File: src/rtl/rr_sched_pkg.sv
// Shared definitions for the round-robin lock scheduler: state encoding,
// default sizing and a width helper.
package rr_sched_pkg;

    typedef enum logic [1:0] {
        ST_IDLE = 2'd0,
        ST_OWN  = 2'd1,
        ST_GAP  = 2'd2
    } sched_state_t;

    localparam int DEFAULT_PORT     = 4;
    localparam int DEFAULT_MAX_HOLD = 16;

    // Bits needed to index 0..n-1, never less than one.
    function automatic int sched_clog2(input int n);
        int w;
        w = 0;
        while ((1 << w) < n) begin
            w++;
        end
        return (w < 1) ? 1 : w;
    endfunction

endpackage

File: src/rtl/fixed_priority_arbiter.sv
// Combinational fixed-priority pick: the lowest set request bit wins,
// output is one-hot or zero.
module fixed_priority_arbiter #(
    parameter int WIDTH = 4
) (
    input  logic [WIDTH-1:0] req,
    output logic [WIDTH-1:0] gnt
);

    // Two's-complement trick isolates the lowest set bit.
    assign gnt = req & (~req + WIDTH'(1));

endmodule

File: src/rtl/rr_lock_scheduler.sv
// Round-robin scheduler granting one multi-cycle resource to one requester at a
// time, with hold limit, release strobe and a one-cycle dead gap between owners.
module rr_lock_scheduler
    import rr_sched_pkg::*;
#(
    parameter int PORT     = DEFAULT_PORT,
    parameter int MAX_HOLD = DEFAULT_MAX_HOLD
) (
    input  logic                    clk,
    input  logic                    reset,
    input  logic [PORT-1:0]         req,
    // Release strobe from the current owner ("release" is a reserved word).
    input  logic [PORT-1:0]         rel,
    output logic [PORT-1:0]         grant,
    output logic [$clog2(PORT)-1:0] owner_id,
    output logic                    busy,
    output logic                    timeout
);

    localparam int IDW = sched_clog2(PORT);
    localparam int HCW = sched_clog2(MAX_HOLD);
    localparam logic [HCW-1:0] HOLD_LAST = HCW'(MAX_HOLD - 1);
    localparam logic [IDW-1:0] LAST_INIT = IDW'(PORT - 1);

    sched_state_t   state_reg, state_next;
    logic [PORT-1:0] grant_reg, grant_next;
    logic [IDW-1:0]  owner_reg, owner_next;
    logic [IDW-1:0]  last_owner_reg, last_owner_next;
    logic [HCW-1:0]  hold_cnt_reg, hold_cnt_next;
    logic            busy_reg, busy_next;
    logic            timeout_reg, timeout_next;

    logic [PORT-1:0] mask;
    logic [PORT-1:0] masked_req;
    logic [PORT-1:0] gnt_masked;
    logic [PORT-1:0] gnt_raw;
    logic [PORT-1:0] win_onehot;
    logic [IDW-1:0]  win_idx;
    logic            owner_done;

    // Ports strictly above the previous owner get first look.
    for (genvar gi = 0; gi < PORT; gi++) begin : g_mask
        assign mask[gi] = (gi > int'(last_owner_reg));
    end

    assign masked_req = req & mask;

    fixed_priority_arbiter #(.WIDTH(PORT)) u_arb_masked (
        .req (masked_req),
        .gnt (gnt_masked)
    );

    fixed_priority_arbiter #(.WIDTH(PORT)) u_arb_raw (
        .req (req),
        .gnt (gnt_raw)
    );

    assign win_onehot = (|masked_req) ? gnt_masked : gnt_raw;

    always_comb begin
        win_idx = '0;
        for (int i = 0; i < PORT; i++) begin
            if (win_onehot[i]) begin
                win_idx = win_idx | IDW'(i);
            end
        end
    end

    assign owner_done = rel[owner_reg] | ~req[owner_reg];

    always_comb begin
        state_next      = state_reg;
        grant_next      = grant_reg;
        owner_next      = owner_reg;
        last_owner_next = last_owner_reg;
        hold_cnt_next   = hold_cnt_reg;
        busy_next       = busy_reg;
        timeout_next    = 1'b0;

        case (state_reg)
            ST_IDLE: begin
                if (|req) begin
                    grant_next      = win_onehot;
                    owner_next      = win_idx;
                    last_owner_next = win_idx;
                    hold_cnt_next   = '0;
                    busy_next       = 1'b1;
                    state_next      = ST_OWN;
                end
            end
            ST_OWN: begin
                // A release wins over the hold limit, so timeout stays low then.
                if (owner_done || (hold_cnt_reg == HOLD_LAST)) begin
                    grant_next   = '0;
                    owner_next   = '0;
                    busy_next    = 1'b0;
                    timeout_next = ~owner_done;
                    state_next   = ST_GAP;
                end else begin
                    hold_cnt_next = hold_cnt_reg + HCW'(1);
                end
            end
            ST_GAP: begin
                state_next = ST_IDLE;
            end
            default: begin
                grant_next = '0;
                owner_next = '0;
                busy_next  = 1'b0;
                state_next = ST_IDLE;
            end
        endcase
    end

    always_ff @(posedge clk or negedge reset) begin
        if (!reset) begin
            state_reg      <= ST_IDLE;
            grant_reg      <= '0;
            owner_reg      <= '0;
            last_owner_reg <= LAST_INIT;
            hold_cnt_reg   <= '0;
            busy_reg       <= 1'b0;
            timeout_reg    <= 1'b0;
        end else begin
            state_reg      <= state_next;
            grant_reg      <= grant_next;
            owner_reg      <= owner_next;
            last_owner_reg <= last_owner_next;
            hold_cnt_reg   <= hold_cnt_next;
            busy_reg       <= busy_next;
            timeout_reg    <= timeout_next;
        end
    end

    assign grant    = grant_reg;
    assign owner_id = owner_reg;
    assign busy     = busy_reg;
    assign timeout  = timeout_reg;

endmodule

File: config.mk
export PLATFORM = sky130hd
export DESIGN_NAME = rr_lock_scheduler
export DESIGN_NICKNAME = d
export VERILOG_FILES = /design/src/rtl/rr_sched_pkg.sv /design/src/rtl/fixed_priority_arbiter.sv /design/src/rtl/rr_lock_scheduler.sv
export SDC_FILE = /design/constraint.sdc
export NUM_CORES = 1
export LEC_CHECK = 0
export ABC_CLOCK_PERIOD_IN_PS = 2100
export BUFFER_PORTS_ARGS = -buffer_cell sky130_fd_sc_hd__buf_2
export CORE_AREA = 4 4 49 51
export DETAILED_ROUTE_END_ITERATION = 7
export DIE_AREA = 0 0 53 55
export HOLD_SLACK_MARGIN = 0.1
export PLACE_DENSITY = 0.69
export SLEW_MARGIN = 5
export SYNTH_ARGS = -nofsm -noshare
export SYNTH_HDL_FRONTEND = slang
export SYNTH_HIERARCHICAL = 1
export SYNTH_SLANG_ARGS = --single-unit
File: constraint.sdc
create_clock -name clk -period 2.1 [get_ports clk]
set_input_delay 0.21 -clock clk [delete_from_list [all_inputs] [get_ports clk]]
set_output_delay 0.21 -clock clk [all_outputs]
set_load 0.02 [all_outputs]
======== Word-level counts from Yosys, hierarchy flattened ========
Cells that the tools add are included.
storage, ports and cells
  bits in registers ....................... 16
  bits in latches ......................... 0
  bits in writable memories ............... 0
  bits in read-only memories .............. 0
  bits of input ports ..................... 10
  memories ................................ 0
cells by class
  add/subtract/negate cells ............... 3
  $mul .................................... 0
  divide/modulo/power cells ............... 0
  magnitude comparators ................... 4
  equality and inequality tests ........... 6
  shift-type cells ........................ 0
  muxes and demuxes ....................... 25
  bitwise logic cells ..................... 9
  reductions and logical operators ........ 9
operator list
  kind                                                                            number
  4-bit 2-to-1 mux                                                                5
  4-bit by 1-bit adder with 4-bit output, second input constant                   3
  4-bit AND                                                                       3
  2-bit 2-to-1 mux                                                                6
  4-bit case mux with 3 select lines                                              1
  4-bit NOT                                                                       2
  4-bit case mux with 2 select lines                                              1
  4-bit OR reduction                                                              2
  1-bit 2-to-1 mux                                                                7
  2-bit inequality test, second input constant                                    3
  2-bit case mux with 3 select lines                                              1
  3-bit AND reduction                                                             2
  1-bit binary-select mux with 2-bit select                                       2
  4-bit equality test, second input constant                                      1
  2-bit greater-than comparator, first input constant                             2
  2-bit case mux with 2 select lines                                              1
  2-bit AND reduction                                                             2
  2-bit by 3-bit less-than comparator with 1-bit output, second input constant    1
  1-bit NOT                                                                       3
  1-bit case mux with 3 select lines                                              1
  2-bit by 1-bit equality test with 1-bit output, second input constant           1
  2-bit equality test, second input constant                                      1
  1-bit by 2-bit greater-than comparator with 1-bit output, first input constant  1
  2-bit logical NOT                                                               1
  3 further kinds                                                                 3

======== Longest topological paths before layout ========
  word-level depth ........................ 11
  gate-level depth with buffers ........... 6
  mapped depth without buffers ............ 6

======== Cells and area by module ========
The synthesis kept the hierarchy.
by module, submodules not included
  module                  instances  cells an instance  area an instance (um2)  seq. area each (um2)
  rr_lock_scheduler       1          86                 855.8                   402.9
  fixed_priority_arbiter  2          4                  36.3                    0.0

======== Worst setup path after synthesis ========
No wires, ideal clock.
  path type ............................... flip-flop to flip-flop
  start point ............................. register owner_reg[0] (netlist: owner_id[0])
  end point ............................... register hold_cnt_reg[3]
  library setup time ...................... 87 ps
  data arrival time ....................... 1654 ps
  slack ................................... 359 ps
  stages on the path, launching flop included .. 4
  buffers on the path ..................... 0
  path through ............................ dfrtp_1 > mux4_2 > or4_1 > o211ai_1
between the ends
  longest elaborated chain between the ends .. 7
  elaborated cells on any way between the ends .. 9
  those cells by class .................... 1 x eq/ne; 4 x mux; 2 x bitwise; 2 x reduce/logical
ends and longest elaborated chain
  element                                    line                      RTL
  start: declaration                         rr_lock_scheduler.sv:27   logic [IDW-1:0] owner_reg, owner_next;
  start signal: assignment                   rr_lock_scheduler.sv:127  owner_reg <= owner_next;
  1-bit binary-select mux with 2-bit select  rr_lock_scheduler.sv:69   assign owner_done = rel[owner_reg] | ~req[owner_reg];
  1-bit 2-to-1 mux (implied by the code)     rr_lock_scheduler.sv:69
  1-bit NOT                                  rr_lock_scheduler.sv:69
  1-bit bitwise OR *                         rr_lock_scheduler.sv:69
  1-bit logical OR *                         rr_lock_scheduler.sv:93   if (owner_done || (hold_cnt_reg == HOLD_LAST)) begin
  2-bit inequality test (no source line) *   n/a
  3-bit AND reduction (no source line) *     n/a
  end signal: assignment                     rr_lock_scheduler.sv:129  hold_cnt_reg <= hold_cnt_next;
  end: declaration                           rr_lock_scheduler.sv:29   logic [HCW-1:0] hold_cnt_reg, hold_cnt_next;
Mark *: on every way between the ends. The rest lies on a longest branch, timed or not. The select of a mux whose other input is x is not followed.
A chain may end at the register's enable or synchronous reset.

======== Worst setup path in the final report ========
  start point ............................. register owner_reg[0] (netlist: owner_id[0])
  end point ............................... register hold_cnt_reg[2]
Same word-level chain as after synthesis.

==> summary.md <==
| Metric | Value |
|---|---|
| Outcome | complete, no violations |
| Worst Path Buf+Inv | 0 |
| Final setup vio count | 0 |
| Hold WC Path Type | primary input to async pin |
| Req. time, crit path | 2.31 ns |
| CP max FO | 7 |
| Core Region | 0.00194 mm^2 |
| Count of pins over their slew limit | 0 |
| H-tree depth | 1 |
| Origin of the worst setup path | owner_id[0] |
| Initial DRC count | 16 |
| GR Util All Layers | 15.1% |
| Leak Pwr | 0.000494 uW |
| Most frequent cells in the layout | 17 x buf_2, 14 x dfrtp_1, 10 x nand2_1, 8 x mux2i_1 |
| DP Area | 0.00104 mm^2 |
| Post-synth ARST share | 100% |
| Vias per cell | 5.24 |
| Power Density | 1230 mW/mm^2 |
| Largest net degree at the start of global routing | 17 |
| Critical path type | flip-flop to flip-flop |
| TritonCTS Buffers | 3 |
| Mapped Cells | 94 |
| Crit path max-delay family | multiplexers |
| Row cnt | 16 |
| ANT cells | 0 |
| Post-synth cell types | 30 |
| Port-buffer cells | 17 |
| Post-route clock period utilization | 81.9% |
| Nets | 128 |
| Post-synth EDFFs | 0 |
| Dpl cells | 138 |
| Initial antenna violation count | 0 |
| Pre-Repair DR Iteration Count | 4 |
| Commonest non-fill, non-tap cell in the layout | buf_2 |
| Reg2Reg Launch Point | owner_id[0] |
| Starting Density | 47.8% |
| Wire per inst | 13.4 um |
| Worst skew pair latency | 0.28 ns |
| Fmax | 581 MHz |
| CP Capture Type | flip-flop |
| CTS Sinks | 16 |
| DRC | 0 |
| Max_cap viols | 0 |
| Pre-CTS WS | 0.385 ns |
| Combinational share of power | 44.5% |
| RR Endpoint | hold_cnt_reg[2] |
| Cell Area, Synth | 928 um^2 |
| DIE AREA | 0.00292 mm^2 |
| Die width | 53 um |
| Vias in the first global route | 677 |
| R2R cell count | 3 |
| # Post-CTS Setup Buffers | 0 |
| Die height | 55 um |
| Primary FF master, synth | dfrtp_1 |
| Reg-to-reg slack, setup | 0.38 ns |
| Net Sw Power | 564 uW |
| Largest stage delay, worst path | 0.60 ns |
| Post-synthesis register bit count | 16 |
| Vias | 750 |
| Aggregate routed wire length | 1920 um |
| DPL Wire Length | 1550 um |
| Final Non-Filler Cells | 143 |
| Fin worst setup slack | 0.380 ns |
| Avg Cell Area, Syn | 9.88 um^2 |
| Worst path depth | 3 |
| Layout cells sized above 1 | 23.3% |
| CP Launch Type | flip-flop |
| Sequential share of power | 40.4% |
| Setup TNS | 0 ns |
| Clock Path Buffers | 2 |
| TritonCTS clock tree | done |
| P_int | 776 uW |
| Critical path's slowest cell | mux4_2 |
| Top Ports | 18 |
| First-pass GRT wire length | 3150 um |
| VDD IR-drop max | 0.619 mV |
| GPL Wtd Cong | 0.869 |
| Power share of the clock group | 15.1% |
| Worst path arrival time | 1.93 ns |
| Total grt overflow | 0 |
| Critical-path cell list | mux4_2, or4b_1, o211ai_1 |
| Post-DRT Antenna Nets | 0 |
| RSZ-0062 raised after global routing | false |
| Final hold viol count | 0 |
| Final critical-path required period | 1.72 ns |
| Hold_ws | 0.361 ns |
| Worst-path clk slew | 0.09 ns |
| Synth-to-Final Area Change | 17.3% |
| Warnings from Yosys | 6 |
| Sequential share of the synthesized area | 43.4% |
| Final Skew | 0.00107 ns |
| Design area | 0.00109 mm^2 |
| Clock tree root driver cell | clkbuf_4 |
| Switching share of power | 42.1% |
==> how the worst max path moves through the flow <==
stage	end	slack [ns]
global route	owner_id[0]	0.22
CTS	hold_cnt_reg[2]	0.37
floorplan	hold_cnt_reg[3]	0.36
finish	hold_cnt_reg[2]	0.38
global placement	hold_cnt_reg[3]	0.41
detailed placement	hold_cnt_reg[2]	0.39
==> layer usage <==
metal	vias to the layer above	GRT usage, %	wire length [um]	part of all wire, %
met5	-	0	0	0
met4	0	5.11	10	0.52
met3	2	4.02	66	3.4
met2	19	23.6	967	50
met1	351	20.3	873	46
li1	378	-	-	-
==> cells by family after synthesis <==
kind of cell | share of synthesized area, %
simple gates | 24.9
compound gates | 14.7
flops | 43.4
mux | 11.1
buf+inv | 4.18
fa+ha+maj | 1.35
other cells | 0.404
==> repair_timing <==
action / CTS / global route
hold buffers: 1 / 0
hold endpoints to repair: 14 / 0
gates resized for setup: 0 / 0
==> area by class of cell <==
type	instances	area, um^2
multi-input cells	73	498
flip-flops and latches	16	403
repair buffers	19	103
clock buffers	4	36.3
inverters	4	15.0
well taps	27	33.8
fillers	178	853
==> power groups by stage <==
stage | registers, uW | logic (uW) | clock network (uW)
floorplan | 592 | 368 | 0
global placement | 545 | 583 | 0
detailed placement | 547 | 600 | 0
CTS | 542 | 602 | 208
global route | 561 | 662 | 228
finish | 542 | 597 | 202
==> through the flow <==
| step | utilization (%) | power, uW |
|---|---|---|
| final | 56.1 | 1340 |
| after detailed placement | 53.7 | 1150 |
| after global routing | 56.1 | 1450 |
| after floorplan | - | 960 |
| after CTS | 56.1 | 1350 |
| after global placement | 53.7 | 1130 |
==> cells in the mapped netlist (2+ instances only) <==
master,instances,area (um^2)
a21o_1,2,15.0
buf_4,2,15.0
dfrtp_1,14,350
dfstp_2,2,52.6
inv_1,4,15.0
mux2i_1,8,80.1
nand2_1,10,37.5
nand2b_1,6,37.5
nand3_1,3,15.0
nor2_1,6,22.5
nor2b_1,5,31.3
nor3b_1,2,15.0
nor4b_2,2,30.0
o211ai_1,6,45.0
o21ai_1,2,10.0
o21bai_1,2,15.0
o22ai_1,4,25.0
or4_1,2,15.0
No activity file was read; power rests on OpenSTA's default activity.
